## config.mk

```make
export PLATFORM = sky130hd
export DESIGN_NAME = alu_arbiter
export DESIGN_NICKNAME = d
export VERILOG_FILES = /design/src/rtl/alu_pkg.sv /design/src/rtl/alu_core.sv /design/src/rtl/alu_arbiter.sv
export SDC_FILE = /design/constraint.sdc
export NUM_CORES = 1
export LEC_CHECK = 0
export ABC_AREA = 1
export CORE_UTILIZATION = 35
export DETAILED_ROUTE_END_ITERATION = 12
export MAX_ROUTING_LAYER = met4
export SLEW_MARGIN = 20
export SYNTH_ARGS = -nofsm -noshare
export SYNTH_HDL_FRONTEND = slang
export SYNTH_SLANG_ARGS = --single-unit
```

## constraint.sdc

```tcl
create_clock -name clk -period 7.2 [get_ports clk]
set_input_delay 1.44 -clock clk [delete_from_list [all_inputs] [get_ports clk]]
set_output_delay 1.44 -clock clk [all_outputs]
set_load 0.05 [all_outputs]
```

## src/rtl/alu_pkg.sv

```systemverilog
// Shared ALU definitions: operation codes, arbiter FSM encoding, default datapath width.
// Pure definitions, no logic.
package alu_pkg;

    localparam int XLEN_DEF = 32;

    localparam logic [3:0] OP_ADD  = 4'b0001;
    localparam logic [3:0] OP_SUB  = 4'b0010;
    localparam logic [3:0] OP_SLL  = 4'b0011;
    localparam logic [3:0] OP_SLT  = 4'b0100;
    localparam logic [3:0] OP_SLTU = 4'b0101;
    localparam logic [3:0] OP_XOR  = 4'b0110;
    localparam logic [3:0] OP_SRL  = 4'b0111;
    localparam logic [3:0] OP_SRA  = 4'b1000;
    localparam logic [3:0] OP_OR   = 4'b1001;
    localparam logic [3:0] OP_AND  = 4'b1010;

    typedef enum logic [1:0] {
        ST_IDLE = 2'd0,
        ST_EXEC = 2'd1,
        ST_RESP = 2'd2
    } state_t;

endpackage

```

## src/rtl/alu_core.sv

```systemverilog
// Combinational ALU: op, a, b -> result plus illegal-op flag; zero latency, no flow control.
// Unknown op codes yield a zero result with illegal set.
module alu_core
    import alu_pkg::*;
#(
    parameter int XLEN = XLEN_DEF
) (
    input  logic [3:0]      op,
    input  logic [XLEN-1:0] a,
    input  logic [XLEN-1:0] b,
    output logic [XLEN-1:0] result,
    output logic            illegal
);

    logic [4:0] shamt;
    assign shamt = b[4:0];

    always_comb begin
        result  = '0;
        illegal = 1'b0;
        case (op)
            OP_ADD:  result = a + b;
            OP_SUB:  result = a - b;
            OP_SLL:  result = a << shamt;
            OP_SLT:  result = {{(XLEN-1){1'b0}}, ($signed(a) < $signed(b))};
            OP_SLTU: result = {{(XLEN-1){1'b0}}, (a < b)};
            OP_XOR:  result = a ^ b;
            OP_SRL:  result = a >> shamt;
            OP_SRA:  result = $signed(a) >>> shamt;
            OP_OR:   result = a | b;
            OP_AND:  result = a & b;
            default: illegal = 1'b1;
        endcase
    end

endmodule

```

## src/rtl/alu_arbiter.sv

```systemverilog
// Two-requester round-robin front end to a shared ALU; response two cycles after accept, one op in flight.
// req_ready only in IDLE to the winner; result held on resp_* until the granted requester takes it.
module alu_arbiter
    import alu_pkg::*;
#(
    parameter int XLEN = XLEN_DEF,
    parameter int NREQ = 2
) (
    input  logic                 clk,
    input  logic                 rst,
    input  logic [NREQ-1:0]      req_valid,
    output logic [NREQ-1:0]      req_ready,
    input  logic [NREQ*4-1:0]    req_op,
    input  logic [NREQ*XLEN-1:0] req_a,
    input  logic [NREQ*XLEN-1:0] req_b,
    output logic [NREQ-1:0]      resp_valid,
    input  logic [NREQ-1:0]      resp_ready,
    output logic [XLEN-1:0]      resp_data,
    output logic                 resp_err,
    output logic                 busy
);

    state_t          state_q, state_d;
    logic            prio_q, prio_d;
    logic            gnt_q, gnt_d;
    logic [3:0]      op_q, op_d;
    logic [XLEN-1:0] a_q, a_d;
    logic [XLEN-1:0] b_q, b_d;
    logic [XLEN-1:0] resp_data_q, resp_data_d;
    logic            resp_err_q, resp_err_d;
    logic            win;
    logic [XLEN-1:0] alu_res;
    logic            alu_ill;

    alu_core #(.XLEN(XLEN)) u_alu_core (
        .op      (op_q),
        .a       (a_q),
        .b       (b_q),
        .result  (alu_res),
        .illegal (alu_ill)
    );

    always_comb begin
        state_d     = state_q;
        prio_d      = prio_q;
        gnt_d       = gnt_q;
        op_d        = op_q;
        a_d         = a_q;
        b_d         = b_q;
        resp_data_d = resp_data_q;
        resp_err_d  = resp_err_q;
        req_ready   = '0;
        resp_valid  = '0;
        // prio_q names the requester that wins a tie; a lone requester always wins.
        win = (req_valid[0] && req_valid[1]) ? prio_q : req_valid[1];
        case (state_q)
            ST_IDLE: begin
                if (|req_valid && !rst) begin
                    req_ready[win] = 1'b1;
                    state_d        = ST_EXEC;
                    gnt_d          = win;
                    prio_d         = ~win;
                    op_d           = req_op[int'(win)*4 +: 4];
                    a_d            = req_a[int'(win)*XLEN +: XLEN];
                    b_d            = req_b[int'(win)*XLEN +: XLEN];
                end
            end
            ST_EXEC: begin
                resp_data_d = alu_res;
                resp_err_d  = alu_ill;
                state_d     = ST_RESP;
            end
            ST_RESP: begin
                resp_valid[gnt_q] = !rst;
                if (resp_ready[gnt_q]) begin
                    state_d = ST_IDLE;
                end
            end
            default: state_d = ST_IDLE;
        endcase
    end

    always_ff @(posedge clk) begin
        if (rst) begin
            state_q     <= ST_IDLE;
            prio_q      <= 1'b0;
            gnt_q       <= 1'b0;
            op_q        <= '0;
            a_q         <= '0;
            b_q         <= '0;
            resp_data_q <= '0;
            resp_err_q  <= 1'b0;
        end else begin
            state_q     <= state_d;
            prio_q      <= prio_d;
            gnt_q       <= gnt_d;
            op_q        <= op_d;
            a_q         <= a_d;
            b_q         <= b_d;
            resp_data_q <= resp_data_d;
            resp_err_q  <= resp_err_d;
        end
    end

    assign resp_data = resp_data_q;
    assign resp_err  = resp_err_q;
    assign busy      = (state_q != ST_IDLE);

endmodule

```

==> summary.txt, run 1 <==
Synth
  • Mux cell area share after synthesis: 0%
  • Post-Syn Instances: 2627
  • Post-synthesis register bit count: 105
  • Asr flop ratio synth: 0%
  • EDFF count, synth: 0
  • Top post-synthesis cells by area: nand2_1 (25%), dfxtp_1 (15%), nand3_1 (14%)
  • Main combinational cell family by area after synthesis: simple AND/OR/NAND/NOR gates
  • Post-Synth XOR/XNOR Area: 0%
  • Synth top area share: 25.5%
  • Syn Std Cell Area: 14100 um2
  • Area leader, netlist: nand2_1
  • Synthesized area per cell: 5.37 um2
  • Sequential fraction of the synthesis area: 14.9%
  • Simple-Gate Fraction of Synth Area: 49.0%
  • Post-synth top flop: dfxtp_1
  • Adder-Cell Fraction of Synth Area: 9.25%
  • Yosys synthesis warning count: 0
  • Netlist cell types: 43
  • Syn_nets: 2872
  • Synth Area in Compound Gates: 13.4%

CTS
  • Hold-fix buffers, CTS: 0
  • Longest Clk Path Bufs: 2
  • CTS Buf Count: 9
  • Clock edge transition at the registers on the reported setup and hold paths: 0.09 ns
  • Setup bufs post-CTS: 0
  • CTS Sinks: 105
  • Worst-skew pair later-pin latency: 0.40 ns
  • Root buffer cell: clkbuf_16
  • CTS tree: done
  • CTS resizes: 0
  • Htree depth: 3

Cells and area
  • Syn-to-layout area delta: 16.8%
  • Share of layout cells above drive strength 1: 3.67%
  • Antenna diodes: 0
  • Layout Nets: 2968
  • Final instance count without filler cells: 3253

STA
  • Period minus WS final: 4.81 ns
  • Setup WS post-layout: 2.39 ns
  • Setup TNS: 0 ns
  • Clock skew: 0.0293 ns
  • RSZ-0062 raised after global routing: no
  • Final setup viols: 0
  • Worst hold slack: 0.467 ns
  • Period utilisation layout: 66.8%
  • Worst slew pin tran: 0.806 ns
  • Slew HR: 46.2%
  • Max Clk Rate: 208 MHz
  • Final Hold Viols: 0
  • Slew Viols, Final: 0

Power and ir drop
  • Power Density: 156 nW/um2
  • Peak VDD IR: 0.000148 V
  • Leakage: 7.72 nW

Global routing
  • GRT Total Usage: 35.5%
  • Aggregate global routing overflow: 0
  • Vias in the first global route: 16646
  • First-pass GRT wire length: 106000 um
  • Largest net degree at the start of global routing: 70
  • Initial antenna violation count: 0

Placed design
  • Dpl ws: 2.33 ns
  • Port buffer count: 179
  • Placed cell count: 3237
  • Placer Congestion: 1.06
  • Dpl hpwl: 58000 um

Floorplanning
  • DIE AREA: 41100 um2
  • Die X: 203 um
  • Std-Cell Rows: 73
  • Die Y: 203 um
  • I/O pins: 180
  • Core area: 39700 um2
  • Initial Utilization: 35.5%

Detailed routing
  • DR WL/cell: 22.1 um
  • Drt pass-1 iters: 6
  • Final wirelength: 71800 um
  • DRC Markers: 0
  • DRT iter0 DRCs: 2101
  • Vias per cell: 5.57
  • DR vias: 18132
  • Remaining antenna violation count after routing: 0

Setup path
  • CP max FO: 12
  • Reg2Reg Launch Point: b_q[1]$_SDFFE_PP0P_
  • Crit start category: input port
  • Req. time, crit path: 5.76 ns
  • Critical path capture point type: output port
  • FF-to-FF setup slack: 3.65 ns
  • CP arrival: 3.37 ns
  • Critical Setup Path Class: input port to output port
  • Reg-to-reg endpoint: resp_data[29]$_SDFFE_PP0N_
  • Crit path to: req_ready[0]
  • Critical Path Start: req_valid[0]
  • Reg2Reg Depth: 14

Hold path
  • Worst min-delay path category: flip-flop to flip-flop

Run status
  • Outcome: finished, final reports clean

Run
  • Max cap viols: 0
-- worst min path at each step --
| stage | cells after the start | startpoint | to | slack, ns |
|---|---|---|---|---|
| floorplan | 2 | prio_q$_SDFFE_PP0P_ | prio_q$_SDFFE_PP0P_ | 0.44 |
| global placement | 2 | resp_data[18]$_SDFFE_PP0N_ | resp_data[18]$_SDFFE_PP0N_ | 0.45 |
| detailed placement | 2 | resp_data[5]$_SDFFE_PP0N_ | resp_data[5]$_SDFFE_PP0N_ | 0.46 |
| CTS | 2 | resp_data[5]$_SDFFE_PP0N_ | resp_data[5]$_SDFFE_PP0N_ | 0.47 |
| global route | 2 | resp_data[5]$_SDFFE_PP0N_ | resp_data[5]$_SDFFE_PP0N_ | 0.48 |
| finish | 2 | resp_data[8]$_SDFFE_PP0N_ | resp_data[8]$_SDFFE_PP0N_ | 0.47 |
-- synth_stat cells, types with 28 or more instances --
master    number
o21ai_0       52
buf_2         62
nand2_1      957
inv_1        316
a21oi_1      120
nor2_1       186
ha_1         101
o22ai_1       28
clkbuf_1      37
dfxtp_1      105
a31oi_1       62
nand3_1      400
-- cell usage in the layout (no fill, tap or decap), types with 7 or more instances in the layout --
cell,instances
dfxtp_1,103
a22oi_1,9
nand4_1,22
a21oi_1,120
and2_1,8
o21ai_0,52
o22ai_1,28
inv_1,316
a31oi_1,62
nand2_1,957
ha_1,101
nand2_2,9
o211ai_1,19
inv_2,11
clkdlybuf4s50_1,178
nor2_2,7
nor2_1,186
nor3_1,26
clkbuf_16,9
o21bai_1,11
o21ai_1,11
nor2_4,11
nand3_1,400
buf_4,32
-- area by class of cell --
cell class,count,area (um2)
Fill cell,4511,23300
Multi-Input combinational cell,2067,10100
Inverter,330,1250
Tap cell,525,657
Sequential cell,105,2100
Clock inverter,7,92.6
Timing Repair Buffer,210,2020
Clock buffer,9,225
-- registers in the layout (all words and copies together), names as in the netlist --
name and cells:
b_q 32, resp_data 32, state_q 2, op_q 4
resp_err 1, gnt_q 1, prio_q 1, a_q 32
-- layer usage --
layer / track usage, % / vias to the layer above / routed length (um)
met5: - / - / 0
met4: 16.9 / 0 / 3630
met3: 4.77 / 161 / 7170
met1: 48.0 / 8258 / 31200
li1: - / 8668 / -
met2: 51.7 / 1045 / 29800
-- where the power goes --
| group | internal [W] | switching (W) |
|---|---|---|
| combinational | 0.000393 | 0.000900 |
| clock | 0.000282 | 0.000310 |
| sequential | 0.000618 | 0.0000692 |
-- cells by family (layout without fill, tap and decap cells) --
group,after synthesis,after routing
adder cells (fa/ha/maj),103,103
buffers and inverters,455,556
AND/OR/NAND/NOR,1637,1637
AO/OA/AOI/OAI,327,327
flip-flops,105,105
-- worst max-delay path, stage by stage --
cell and delay, ns:
clkdlybuf4s50_1 0.48, o21ai_1 0.08, buf_4 0.19, nor2_1 0.15, inv_2 0.09, nor2_4 0.11
clkdlybuf4s50_1 0.82
-- stage by stage --
stage | util [%] | cell area, um2 | total power, W
4_1_cts | 41.5 | 16500 | 0.00255
6_report | 41.5 | 16500 | 0.00257
2_1_floorplan | - | 14100 | 0.00149
3_5_place_dp | 40.7 | 16200 | 0.00196
3_3_place_gp | 40.7 | 16200 | 0.00195
5_1_grt | 41.5 | 16500 | 0.00271
No activity file was read; power rests on OpenSTA's default activity.
==> run 2: changes to the inputs <==
Clock period 7.2 ns to 4.45 ns, I/O delays scaled along.
==> run 2 against run 1 <==
First-iteration DRC count rose by 9.2%; worst hold slack got worse by 0.0022 ns; sequential power rose by 60%; final area rose by 0.63%; wire length rose by 6.7%; clock skew fell by 0.010 ns; sequential cell count did not move; register-to-register slack got worse by 2.6 ns; cell count rose by 0.58%; critical endpoint unchanged.
==> summary.txt, run 2 (synthesized netlist as in run 1, its figures left out) <==
Run status
  • Outcome: finished, final reports clean

Run
  • Max cap viols: 0

STA
  • Period minus WS final: 3.49 ns
  • Final setup viols: 0
  • Worst slew pin tran: 1.11 ns
  • Final Hold Viols: 0
  • Max Clk Rate: 286 MHz
  • Slew HR: 25.5%
  • Period utilisation layout: 78.5%
  • Setup WS post-layout: 0.955 ns
  • Worst hold slack: 0.465 ns
  • Setup TNS: 0 ns
  • Clock skew: 0.0193 ns
  • Slew Viols, Final: 0
  • RSZ-0062 raised after global routing: no

Placed design
  • Placer Congestion: 1.04
  • Dpl hpwl: 62900 um
  • DP Area: 16300 um2
  • Dpl ws: 0.965 ns
  • Port buffer count: 179

Floorplanning
  • I/O pins: 180
  • Die X: 203 um
  • Die Y: 203 um
  • Core area: 39700 um2
  • Std-Cell Rows: 73
  • Initial Utilization: 35.5%
  • DIE AREA: 41100 um2

Detailed routing
  • DR vias: 18387
  • DRC Markers: 0
  • Remaining antenna violation count after routing: 0
  • Detail Route met3 WL: 6650 um
  • Met1 wire length: 34100 um
  • Final wirelength: 76600 um
  • Vias per cell: 5.62
  • Top routing layer used: met4
  • DR WL/cell: 23.4 um
  • Metal2 WL: 32900 um
  • DRT iter0 DRCs: 2294
  • Drt pass-1 iters: 6

Setup path
  • Reg2Reg Launch Point: a_q[21]$_SDFFE_PP0P_
  • Reg2Reg Depth: 14
  • Crit start category: input port
  • Req. time, crit path: 3.56 ns
  • Critical Path Start: req_valid[0]
  • CP arrival: 2.60 ns
  • Worst path max stage delay: 0.72 ns
  • Critical path capture point type: output port
  • Crit-path slowest cell: o21ai_1
  • Critical Setup Path Class: input port to output port
  • FF-to-FF setup slack: 1.04 ns
  • CP max FO: 12
  • Worst-path cell chain: clkdlybuf4s50_1, o21ai_1, nor2_1, inv_2, nor2_4, buf_4
  • Reg-to-reg endpoint: resp_data[0]$_SDFFE_PP0N_
  • Crit path to: req_ready[0]

Power and ir drop
  • Power Density: 249 nW/um2
  • Net switching power: 0.00208 W
  • Combinational Power Share: 52.9%
  • Clock power share: 20.5%
  • Part of the power in registers: 26.6%
  • Leakage: 7.80 nW
  • Switching part of the total power: 50.5%
  • Peak VDD IR: 0.000342 V
  • Int Pwr: 0.00204 W

Hold path
  • Worst min-delay path category: flip-flop to flip-flop

CTS
  • CTS tree: done
  • Htree depth: 3
  • Worst-skew pair later-pin latency: 0.41 ns
  • CTS resizes: 0
  • Setup bufs post-CTS: 0
  • CTS Buf Count: 9
  • CTS Sinks: 105
  • Longest Clk Path Bufs: 2
  • Clock edge transition at the registers on the reported setup and hold paths: 0.08 ns
  • Hold-fix buffers, CTS: 0
  • Root buffer cell: clkbuf_16

Cells and area
  • Syn-to-layout area delta: 17.5%
  • Share of layout cells above drive strength 1: 4.33%
  • Leading cell type in the layout, fill and taps excluded: nand2_1
  • Final Instance Area: 16600 um2
  • Most frequent cells in the layout: nand2_1 (957), nand3_1 (400), inv_1 (316), nor2_1 (186), clkdlybuf4s50_1 (176)
  • Fillers: 4542
  • Layout Nets: 2986

Global routing
  • Initial antenna violation count: 1
  • GRT Total Usage: 38.1%
  • Aggregate global routing overflow: 0
  • First-pass GRT wire length: 112000 um
  • Vias in the first global route: 17105
  • Largest net degree at the start of global routing: 73
==> run 2: cell types whose count changed in the layout (fill, tap and decap cells not counted), sizes merged <==
| cell | previous run | this run |
|---|---|---|
| buf | 32 | 52 |
| bufinv | 1 | 0 |
| clkbuf | 9 | 10 |
| clkdlybuf4s50 | 178 | 176 |
| clkinvlp | 0 | 2 |
| diode | 0 | 1 |
| inv | 332 | 330 |
==> run 2: power by group through the flow <==
| stage | logic (W) | clock network, W | registers [W] |
|---|---|---|---|
| 5_1_grt | 0.00238 | 0.000901 | 0.00110 |
| 2_1_floorplan | 0.00131 | 0 | 0.00111 |
| 4_1_cts | 0.00213 | 0.000863 | 0.00109 |
| 3_5_place_dp | 0.00212 | 0 | 0.00112 |
| 6_report | 0.00218 | 0.000845 | 0.00110 |
| 3_3_place_gp | 0.00212 | 0 | 0.00111 |
==> run 2: how the worst min path moves through the flow <==
stage	from	endpoint	slack (ns)	depth (start not counted)
floorplan	prio_q$_SDFFE_PP0P_	prio_q$_SDFFE_PP0P_	0.44	2
global placement	resp_data[24]$_SDFFE_PP0N_	resp_data[24]$_SDFFE_PP0N_	0.45	2
detailed placement	resp_data[7]$_SDFFE_PP0N_	resp_data[7]$_SDFFE_PP0N_	0.46	2
CTS	resp_data[20]$_SDFFE_PP0N_	resp_data[20]$_SDFFE_PP0N_	0.47	2
global route	resp_data[25]$_SDFFE_PP0N_	resp_data[25]$_SDFFE_PP0N_	0.49	2
finish	resp_data[17]$_SDFFE_PP0N_	resp_data[17]$_SDFFE_PP0N_	0.47	2
==> run 2: per-layer routing <==
layer  track usage, %  vias up
li1                 -     8715
met1             50.9     8565
met2             57.5      974
met3             6.40      133
met4             13.3        0
met5                -        -
==> run 2: layout make-up <==
type	count	area, um2	area share, %
Antenna cell	1	2.50	0.0151
Clock buffer	10	229	1.38
Clock inverter	6	60.1	0.362
Inverter	330	1250	7.52
Multi-Input combinational cell	2067	10100	61.1
Sequential cell	105	2100	12.7
Tap cell	525	657	3.96
Timing Repair Buffer	228	2150	13.0
==> run 2: per-stage QoR <==
step	instances	power [W]	util, %
finish	3272	0.00412	41.7
global route	3272	0.00438	41.7
CTS	3271	0.00409	41.7
detailed placement	3255	0.00324	41.0
global placement	3255	0.00323	41.0
floorplan	2627	0.00242	-
==> run 2: worst max-delay path, delay by kind of cell <==
kind	cells	cell delay [ns]
buf+inv	3	0.79
compound gates	1	0.72
simple gates	2	0.19
